==> src/rtl/branch_hazard_controller_pkg.sv <==
// Shared definitions for the ID-stage branch hazard logic: control opcodes,
// forwarding-select encodings, FSM state codes and an opcode decoder.
package branch_hazard_controller_pkg;

  // Control-transfer opcodes, also used by the branch resolution unit
  localparam logic [5:0] JUMP = 6'b000010;
  localparam logic [5:0] JAL  = 6'b000110;
  localparam logic [5:0] JR   = 6'b000111;
  localparam logic [5:0] BEQ  = 6'b000100;
  localparam logic [5:0] BNE  = 6'b000001;
  localparam logic [5:0] BLT  = 6'b000011;
  localparam logic [5:0] BGE  = 6'b000101;

  // Operand source selects for the ID compare operands
  typedef enum logic [1:0] {
    FWD_RF  = 2'b00,
    FWD_MEM = 2'b01,
    FWD_WB  = 2'b10
  } fwd_sel_t;

  // Hazard FSM state codes
  localparam logic [0:0] ST_RUN   = 1'b0;
  localparam logic [0:0] ST_STALL = 1'b1;

  typedef struct packed {
    logic is_ctrl;   // any jump/branch handled by this block
    logic is_cond;   // conditional branch (counted)
    logic reads_rs;
    logic reads_rt;
  } op_info_t;

  function automatic op_info_t decode_op(input logic [5:0] opcode);
    op_info_t info;
    info = '0;
    case (opcode)
      JUMP, JAL: info.is_ctrl = 1'b1;
      JR: begin
        info.is_ctrl  = 1'b1;
        info.reads_rs = 1'b1;
      end
      BEQ, BNE, BLT, BGE: info = '{is_ctrl: 1'b1, is_cond: 1'b1, reads_rs: 1'b1, reads_rt: 1'b1};
      default: ;
    endcase
    return info;
  endfunction

endpackage

==> src/rtl/branch_hazard_controller_sat_counter.sv <==
// Saturating up-counter with synchronous clear; clear beats increment.
module sat_counter #(
  parameter int unsigned CNT_W = 16
) (
  input  logic             clk,
  input  logic             rst,
  input  logic             inc,
  input  logic             clr,
  output logic [CNT_W-1:0] count
);

  // Count up until all ones, then hold
  always_ff @(posedge clk) begin
    if (rst || clr) begin
      count <= '0;
    end else if (inc && (count != '1)) begin
      count <= count + CNT_W'(1);
    end
  end

endmodule

==> src/rtl/branch_hazard_controller.sv <==
// ID-stage branch/jump hazard controller: detects operand hazards against
// EX/MEM writers, stalls the front end for the required cycles, selects
// forwarded compare operands, qualifies the redirect and counts events.
module branch_hazard_controller
  import branch_hazard_controller_pkg::*;
#(
  parameter int unsigned CNT_W = 16,
  parameter int unsigned REG_W = 5
) (
  input  logic             clk,
  input  logic             rst,
  input  logic [31:0]      ID_instruction,
  input  logic             ID_valid,
  input  logic             EX_regwrite,
  input  logic             EX_memread,
  input  logic [REG_W-1:0] EX_rd,
  input  logic             MEM_regwrite,
  input  logic             MEM_memread,
  input  logic [REG_W-1:0] MEM_rd,
  input  logic             WB_regwrite,
  input  logic [REG_W-1:0] WB_rd,
  input  logic             branch_taken,
  input  logic             clr_counters,
  output logic             pc_write,
  output logic             IFID_write,
  output logic             IDEX_bubble,
  output logic [1:0]       fwd_sel_a,
  output logic [1:0]       fwd_sel_b,
  output logic             branch_resolve,
  output logic [CNT_W-1:0] branch_count,
  output logic [CNT_W-1:0] taken_count,
  output logic [CNT_W-1:0] stall_count
);

  logic [0:0]       state;
  logic [1:0]       rem;
  op_info_t         info;
  logic [REG_W-1:0] rs;
  logic [REG_W-1:0] rt;
  logic             use_a;
  logic             use_b;
  logic [1:0]       need_a;
  logic [1:0]       need_b;
  logic [1:0]       need;
  logic             stall;
  logic             cond_resolve;
  logic             unused_bits;

  assign unused_bits = ^ID_instruction[15:0];

  // Stall cycles still owed for one operand given the in-flight writers
  function automatic logic [1:0] need_for(input logic used, input logic [REG_W-1:0] r);
    if (!used)                                   return 2'd0;
    if (EX_memread && (EX_rd == r))              return 2'd2;
    if (EX_regwrite && (EX_rd == r))             return 2'd1;
    if (MEM_memread && (MEM_rd == r))            return 2'd1;
    return 2'd0;
  endfunction

  // Source of one compare operand; MEM ALU result beats WB data
  function automatic fwd_sel_t fwd_for(input logic used, input logic [REG_W-1:0] r);
    if (used && MEM_regwrite && !MEM_memread && (MEM_rd == r)) return FWD_MEM;
    if (used && WB_regwrite && (WB_rd == r))                   return FWD_WB;
    return FWD_RF;
  endfunction

  // Decode, hazard depth and pipeline control, all same-cycle
  always_comb begin
    info   = decode_op(ID_instruction[31:26]);
    rs     = REG_W'(ID_instruction[25:21]);
    rt     = REG_W'(ID_instruction[20:16]);
    use_a  = info.reads_rs && (rs != '0);
    use_b  = info.reads_rt && (rt != '0);
    need_a = need_for(use_a, rs);
    need_b = need_for(use_b, rt);
    need   = (need_a > need_b) ? need_a : need_b;
    stall  = (state == ST_STALL) || (ID_valid && (need != 2'd0));

    pc_write       = !stall;
    IFID_write     = !stall;
    IDEX_bubble    = stall;
    branch_resolve = !stall && ID_valid && info.is_ctrl;
    cond_resolve   = branch_resolve && info.is_cond;
    fwd_sel_a      = fwd_for(use_a, rs);
    fwd_sel_b      = fwd_for(use_b, rt);
  end

  // Only a 2-cycle hazard needs the STALL state; a 1-cycle hazard stays in
  // RUN and is re-evaluated once the producer has advanced.
  always_ff @(posedge clk) begin
    if (rst) begin
      state <= ST_RUN;
      rem   <= '0;
    end else if (state == ST_STALL) begin
      rem <= rem - 2'd1;
      if (rem == 2'd1) state <= ST_RUN;
    end else if (stall) begin
      rem   <= need - 2'd1;
      state <= (need == 2'd2) ? ST_STALL : ST_RUN;
    end else begin
      rem <= '0;
    end
  end

  sat_counter #(.CNT_W(CNT_W)) u_branch_cnt (
    .clk(clk), .rst(rst), .inc(cond_resolve), .clr(clr_counters), .count(branch_count)
  );

  sat_counter #(.CNT_W(CNT_W)) u_taken_cnt (
    .clk(clk), .rst(rst), .inc(cond_resolve && branch_taken), .clr(clr_counters), .count(taken_count)
  );

  sat_counter #(.CNT_W(CNT_W)) u_stall_cnt (
    .clk(clk), .rst(rst), .inc(stall), .clr(clr_counters), .count(stall_count)
  );

endmodule

==> config.mk <==
export PLATFORM = sky130hd
export DESIGN_NAME = branch_hazard_controller
export DESIGN_NICKNAME = d
export VERILOG_FILES = /design/src/rtl/branch_hazard_controller_pkg.sv /design/src/rtl/branch_hazard_controller_sat_counter.sv /design/src/rtl/branch_hazard_controller.sv
export SDC_FILE = /design/constraint.sdc
export NUM_CORES = 1
export LEC_CHECK = 0
export ABC_AREA = 1
export ABC_CLOCK_PERIOD_IN_PS = 5120
export BUFFER_PORTS_ARGS = -buffer_cell sky130_fd_sc_hd__buf_4
export CAP_MARGIN = 20
export CORE_MARGIN = 5
export CORE_UTILIZATION = 57
export CTS_BUF_LIST = sky130_fd_sc_hd__clkbuf_2
export CTS_CLUSTER_DIAMETER = 150
export DETAILED_ROUTE_END_ITERATION = 8
export GPL_TIMING_DRIVEN = 0
export PLACE_DENSITY_LB_ADDON = 0.3
export SYNTH_ARGS = -nofsm -noshare
export SYNTH_HDL_FRONTEND = slang
export SYNTH_SLANG_ARGS = --single-unit
==> constraint.sdc <==
create_clock -name clk -period 5.12 [get_ports clk]
set_clock_uncertainty 0.15 [all_clocks]
set_input_delay 0.768 -clock clk [delete_from_list [all_inputs] [get_ports clk]]
set_output_delay 0.768 -clock clk [all_outputs]
set_load 0.05 [all_outputs]
Word-level counts from Yosys, hierarchy flattened
Cells that the tools add are included.
- flip-flop bits (word level): 51
- bits of input ports: 57
- output and inout bits: 56
- logic and storage cells: 123
- $add $sub $neg: 5
- order comparisons: 1
- equality and inequality tests: 18
- muxes and demuxes: 58
- reduce and logical (&&, ||, !) cells: 36
- operators with widths (kind ; number):
    2-bit two-way mux ; 27
    16-bit by 1-bit adder with 16-bit output (second input constant) ; 3
    16-bit inequality test (second input constant) ; 3
    1-bit two-way mux ; 31
    5-bit equality test ; 6
    1-bit logical AND ; 26
    6-bit by 3-bit equality test with 1-bit output (second input constant) ; 4
    6-bit by 2-bit equality test with 1-bit output (second input constant) ; 2
    5-bit nonzero test ; 2
    7-bit OR reduction ; 1
    6-bit by 1-bit equality test with 1-bit output (second input constant) ; 1
    5-bit OR reduction ; 1
    4-bit OR reduction ; 1
    2-bit by 1-bit subtractor with 2-bit output (second input constant) ; 2
    2-bit by 1-bit equality test with 1-bit output (second input constant) ; 1
    2-bit equality test (second input constant) ; 1
    2-bit > comparator ; 1
    1-bit zero test ; 2
    1-bit logical OR ; 2
    2-bit nonzero test ; 1

Longest topological paths before layout
- word-level depth: 25
- mapped depth: 29

Cells and area by module
Synthesis repeated with hierarchy kept, for this count alone.
- cell total of the unflattened synthesis: 611
- area, all modules: 3783.6 µm²
- modules (own cells, without submodules) (module ; instances ; cells each ; area each (µm²) ; seq. area each (µm²)):
    sat_counter ; 3 ; 149 ; 950.9 ; 320.3
    branch_hazard_controller ; 1 ; 164 ; 930.9 ; 60.1

Least setup slack after synthesis
No wires, ideal clock.
- path type: in2reg
- start point: input port ID_instruction[31]
- end point: register u_stall_cnt.count[13]
- library setup time: 117 ps
- arrival time: 4297 ps
- data required time: 4853 ps
- path slack: 556 ps
- cell stages on the path: 24
- cell sequence: nor2_2 > inv_1 > nor2_2 > nand3_1 > nand2_2 > nand2_1 > nor2_1 > and2_1 > ha_1 > a22oi_1 > inv_1 > nand3_1 > nand2_1 > inv_1 > ha_1 > nor2_1 > nor2_1 > inv_1 > nand2_1 > inv_2 > nand4_1 > o21bai_1 > inv_1 > nor2_1
- cells in the longest elaborated chain, start to end: 11
- elaborated cells between the ends (all ways): 19
- classes of those cells: 1 x order compare; 5 x eq/ne; 5 x mux; 8 x reduce/logical
- RTL lines (element ; line ; source):
    start, declared ; branch_hazard_controller.sv:12 ; input logic [31:0] ID_instruction,
    6-bit by 3-bit equality test with 1-bit output, or another cell as far along ; branch_hazard_controller_pkg.sv:35 ; case (opcode)
    5-bit OR reduction (no line) or 4-bit OR reduction (tied branches) ; - ;
    1-bit two-way mux ; branch_hazard_controller_pkg.sv:35 ;
    1-bit logical AND, on equally long branches ; branch_hazard_controller.sv:72, branch_hazard_controller.sv:73 ;
    2-bit two-way mux ; branch_hazard_controller.sv:54 ; if (EX_memread && (EX_rd == r)) return 2'd2;
    2-bit > comparator ; branch_hazard_controller.sv:76 ; need = (need_a > need_b) ? need_a : need_b;
    2-bit two-way mux * ; branch_hazard_controller.sv:76 ;
    2-bit nonzero test * ; branch_hazard_controller.sv:77 ; stall = (state == ST_STALL) || (ID_valid && (need != 2'd0));
    1-bit logical AND * ; branch_hazard_controller.sv:77 ;
    1-bit logical OR * ; branch_hazard_controller.sv:77 ;
    net IDEX_bubble ; branch_hazard_controller.sv:26 ; output logic IDEX_bubble,
    1-bit logical AND * ; branch_hazard_controller_sat_counter.sv:16 ; end else if (inc && (count != '1)) begin
    end signal, assigned ; branch_hazard_controller_sat_counter.sv:17 ; count <= count + CNT_W'(1);
    end, declared ; branch_hazard_controller_sat_counter.sv:9 ; output logic [CNT_W-1:0] count
Mark *: on every way through the listed nets, which the timed path passes. The rest lies on a longest branch.
A chain may end at the register's enable or synchronous reset.

Worst setup path after layout
- start point: input port ID_instruction[31]
- end point: output port branch_resolve
- cells in the longest elaborated chain, start to end: 13
- elaborated cells between the ends (all ways): 25
- classes of those cells: 1 x order compare; 7 x eq/ne; 6 x mux; 11 x reduce/logical
- RTL lines (element ; line ; source):
    6-bit by 3-bit equality test with 1-bit output, or another cell as far along ; branch_hazard_controller_pkg.sv:35 ;
    5-bit OR reduction (no line) or 4-bit OR reduction (tied branches) ; - ;
    1-bit two-way mux ; branch_hazard_controller_pkg.sv:35 ;
    1-bit logical AND, on equally long branches ; branch_hazard_controller.sv:72, branch_hazard_controller.sv:73 ;
    2-bit two-way mux ; branch_hazard_controller.sv:54 ;
    2-bit > comparator ; branch_hazard_controller.sv:76 ;
    2-bit two-way mux ; branch_hazard_controller.sv:76 ;
    2-bit nonzero test ; branch_hazard_controller.sv:77 ;
    1-bit logical AND ; branch_hazard_controller.sv:77 ;
    1-bit logical OR ; branch_hazard_controller.sv:77 ;
    1-bit zero test ; branch_hazard_controller.sv:82 ; branch_resolve = !stall && ID_valid && info.is_ctrl;
    1-bit logical AND ; branch_hazard_controller.sv:82 ;
    1-bit logical AND * ; branch_hazard_controller.sv:82 ;
    end, declared ; branch_hazard_controller.sv:29 ; output logic branch_resolve,
Mark *: on every way between the ends. The rest lies on a longest branch, timed or not.

==> flow_summary.yaml <==
setup_path:
  rrSetupSlack_ns: 2.99
  crit_path_start_kind: "input pin"
  crit_end: "branch_resolve"
  timing.rr.start: "u_taken_cnt.count[0]$_SDFFE_PP0P_"
  crit_arrival_ns: 3.47
  critical_path.startpoint: "ID_instruction[31]"
  rr_endpoint: "u_taken_cnt.count[7]$_SDFFE_PP0P_"
  critPathMaxFanout: 4
  r2r_cells: 11
  required_ns: 4.20
  end_kind: "primary output"
  worstSetupPathType: "in -> out"
cells_and_area:
  antennaDiodeCount: 0
  area_growth_pct: 24.5
  nets: 719
  drive_gt1_share_pct: 19.9
synth:
  yosysWarnings: 0
  synthArstFlopShare_pct: 0
  synth_seq_cells: 51
  synth_area_leader_cell: "dfxtp_1"
  synth_top_area_share_pct: 29.2
  syn_inst: 550
  syn_nets: 616
  synth_edf_count: 0
  ys.flop_type: "dfxtp_1"
  synth.cell_area_sq_mm: 0.00350
  yosysSeqAreaShare_pct: 29.2
  synth.area.top_cells: "dfxtp_1, nand2_1, inv_1"
  synth.distinct_cells: 36
  avgSynthCellArea_sq_um: 6.36
pwr:
  vdd_drop_max_mv: 0.104
  leakagePower_nw: 1.85
  power_density_mw_per_mm2: 150
grt:
  track_usage_pct: 23.9
  gr-total-overflow: 0
  antenna_found_initial: 0
  grt_max_degree: 16
  grt_pass1_vias: 3621
  grt_first_pass_wirelength_mm: 15.4
timing:
  setup_viol_count_final: 0
  tightestPinTransition_ns: 0.580
  min_period_ns: 4.39
  finalHoldViolCount: 0
  rsz0062_at_grt: "false"
  slew_headroom_pct: 61.1
  slew_viol_final: 0
  max_freq_mhz: 228
  period_share_pct: 85.8
  tns_ns: 0
  worst_slack_ns: 0.729
die:
  coreArea_sq_mm: 0.00596
  die_height_microns: 88.3
  die-area_sq_mm: 0.00780
  rows: 28
  chipWidth_microns: 88.3
  boundaryPins: 113
  start_util_pct: 58.7
place:
  port_buffers: 96
  hpwlAfterDp_mm: 7.40
  finalWeightedCongestion: 0.932
  pre_cts_ws_ns: 0.717
clock_network:
  clk_latency_ns: 0.44
  clockBufferDepth: 2
  cts.sinks: 51
  cts_tree: "yes"
  h-tree-depth: 2
  cts_hold_buf: 0
  root_buffer: "clkbuf_2"
  clk_pin_slew_ns: 0.26
  cts_buffers: 5
  cts-resized-gates: 0
  cts_setup_buffers: 0
drt:
  routed_via_density: 5.33
  dr.first_iter.drc_count: 263
  ant_nets: 0
  wirelength_mm: 9.07
  wl_per_cell_microns: 12.4
  drc_errors: 0
  vias: 3886
  dr.pass1.iters: 5
status:
  status: "finished clean"
hold_path:
  min-delay-start: "rst"
  hold_class: "in -> reg"
run:
  cap_violations: 0
## logic make-up (layout without fill, tap and decap cells)
family                   after synthesis  in the layout  share of synthesized area, %
flip-flops                            51             51                          29.2
XOR/XNOR                              34             34                          8.52
AND/OR/NAND/NOR                      307            307                          39.1
buffers and inverters                 84            188                          10.1
adder cells (fa/ha/maj)                9              9                          3.22
AO/OA/AOI/OAI                         65             65                          9.87
## layer usage
layer	GRT usage (%)	routed length [microns]	vias up
met2	43.0	4600	135
met4	7.83	116	0
met3	3.26	590	15
met5	0	0	-
met1	29.2	3760	1758
li1	-	-	1978
## registers in the layout, summed over array words and instances (netlist names)
name,flops
rem,2
state,1
u_branch_cnt.count,16
u_stall_cnt.count,16
u_taken_cnt.count,16
## how the worst min path moves through the flow
stage	end	slack (ns)	cells past startpoint
finish	rem[1]$_SDFF_PP0_	0.33	2
global placement	u_stall_cnt.count[2]$_SDFFE_PP0P_	0.32	2
CTS	rem[1]$_SDFF_PP0_	0.31	2
global route	rem[0]$_SDFF_PP0_	0.29	2
detailed placement	u_stall_cnt.count[4]$_SDFFE_PP0P_	0.33	2
floorplan	rem[1]$_SDFF_PP0_	0.32	2
## cells in the mapped netlist, types with 4 or more instances
library cell	instances
inv_2	5
ha_1	9
buf_6	4
xnor2_1	17
nor2_2	4
nand3_1	35
dfxtp_1	51
nand2_1	155
nor4_1	8
xor2_1	17
nor3_1	18
o21ai_0	15
nand4_1	13
a21oi_1	42
inv_1	70
nor2_1	59
## layout make-up
cell class	count	area, sq um
Fill cell	520	1600
Sequential cell	51	1020
Inverter	75	282
Multi-Input combinational cell	415	2120
Clock inverter	2	12.5
Timing Repair Buffer	96	721
Buffer	9	71.3
Tap cell	75	93.8
Clock buffer	6	30.0
## through the flow
| stage | instance area (sq um) | std cells | hold WS (ns) | utilization, % | power [mW] |
|---|---|---|---|---|---|
| floorplan | 3500 | 550 | 0.319 | - | 0.452 |
| global placement | 4310 | 721 | 0.319 | 72.4 | 0.493 |
| detailed placement | 4310 | 721 | 0.326 | 72.4 | 0.496 |
| CTS | 4350 | 729 | 0.307 | 73.1 | 0.655 |
| global route | 4350 | 729 | 0.295 | 73.1 | 0.684 |
| finish | 4350 | 729 | 0.326 | 73.1 | 0.654 |
## cell usage in the layout (no fill, tap or decap), types with 15 or more instances in the layout
master / count
xnor2_1: 17
dfxtp_1: 51
o21ai_0: 15
buf_4: 97
nor3_1: 18
a21oi_1: 42
nand3_1: 35
nor2_1: 59
inv_1: 70
xor2_1: 17
nand2_1: 155
## critical path, cell delays in order
cell,delay [ns]
buf_4,0.11
nor2_2,0.15
inv_1,0.07
nor2_2,0.10
nand3_1,0.10
nand2_2,0.12
nand2_1,0.10
nor2_1,0.14
and2_1,0.13
ha_1,0.22
a22oi_1,0.21
inv_1,0.06
nand3_1,0.10
nand2_1,0.05
inv_1,0.07
ha_1,0.17
nor2_1,0.05
nor2_1,0.21
nand2_1,0.12
inv_1,0.09
nand2_1,0.06
inv_2,0.08
buf_4,0.20
## report_power, final
group / total [mW] / switching (mW) / internal, mW
logic: 0.0910 / 0.0501 / 0.0410
clock network: 0.164 / 0.129 / 0.0353
registers: 0.399 / 0.0000988 / 0.399
(Power assumes the default switching activity.)
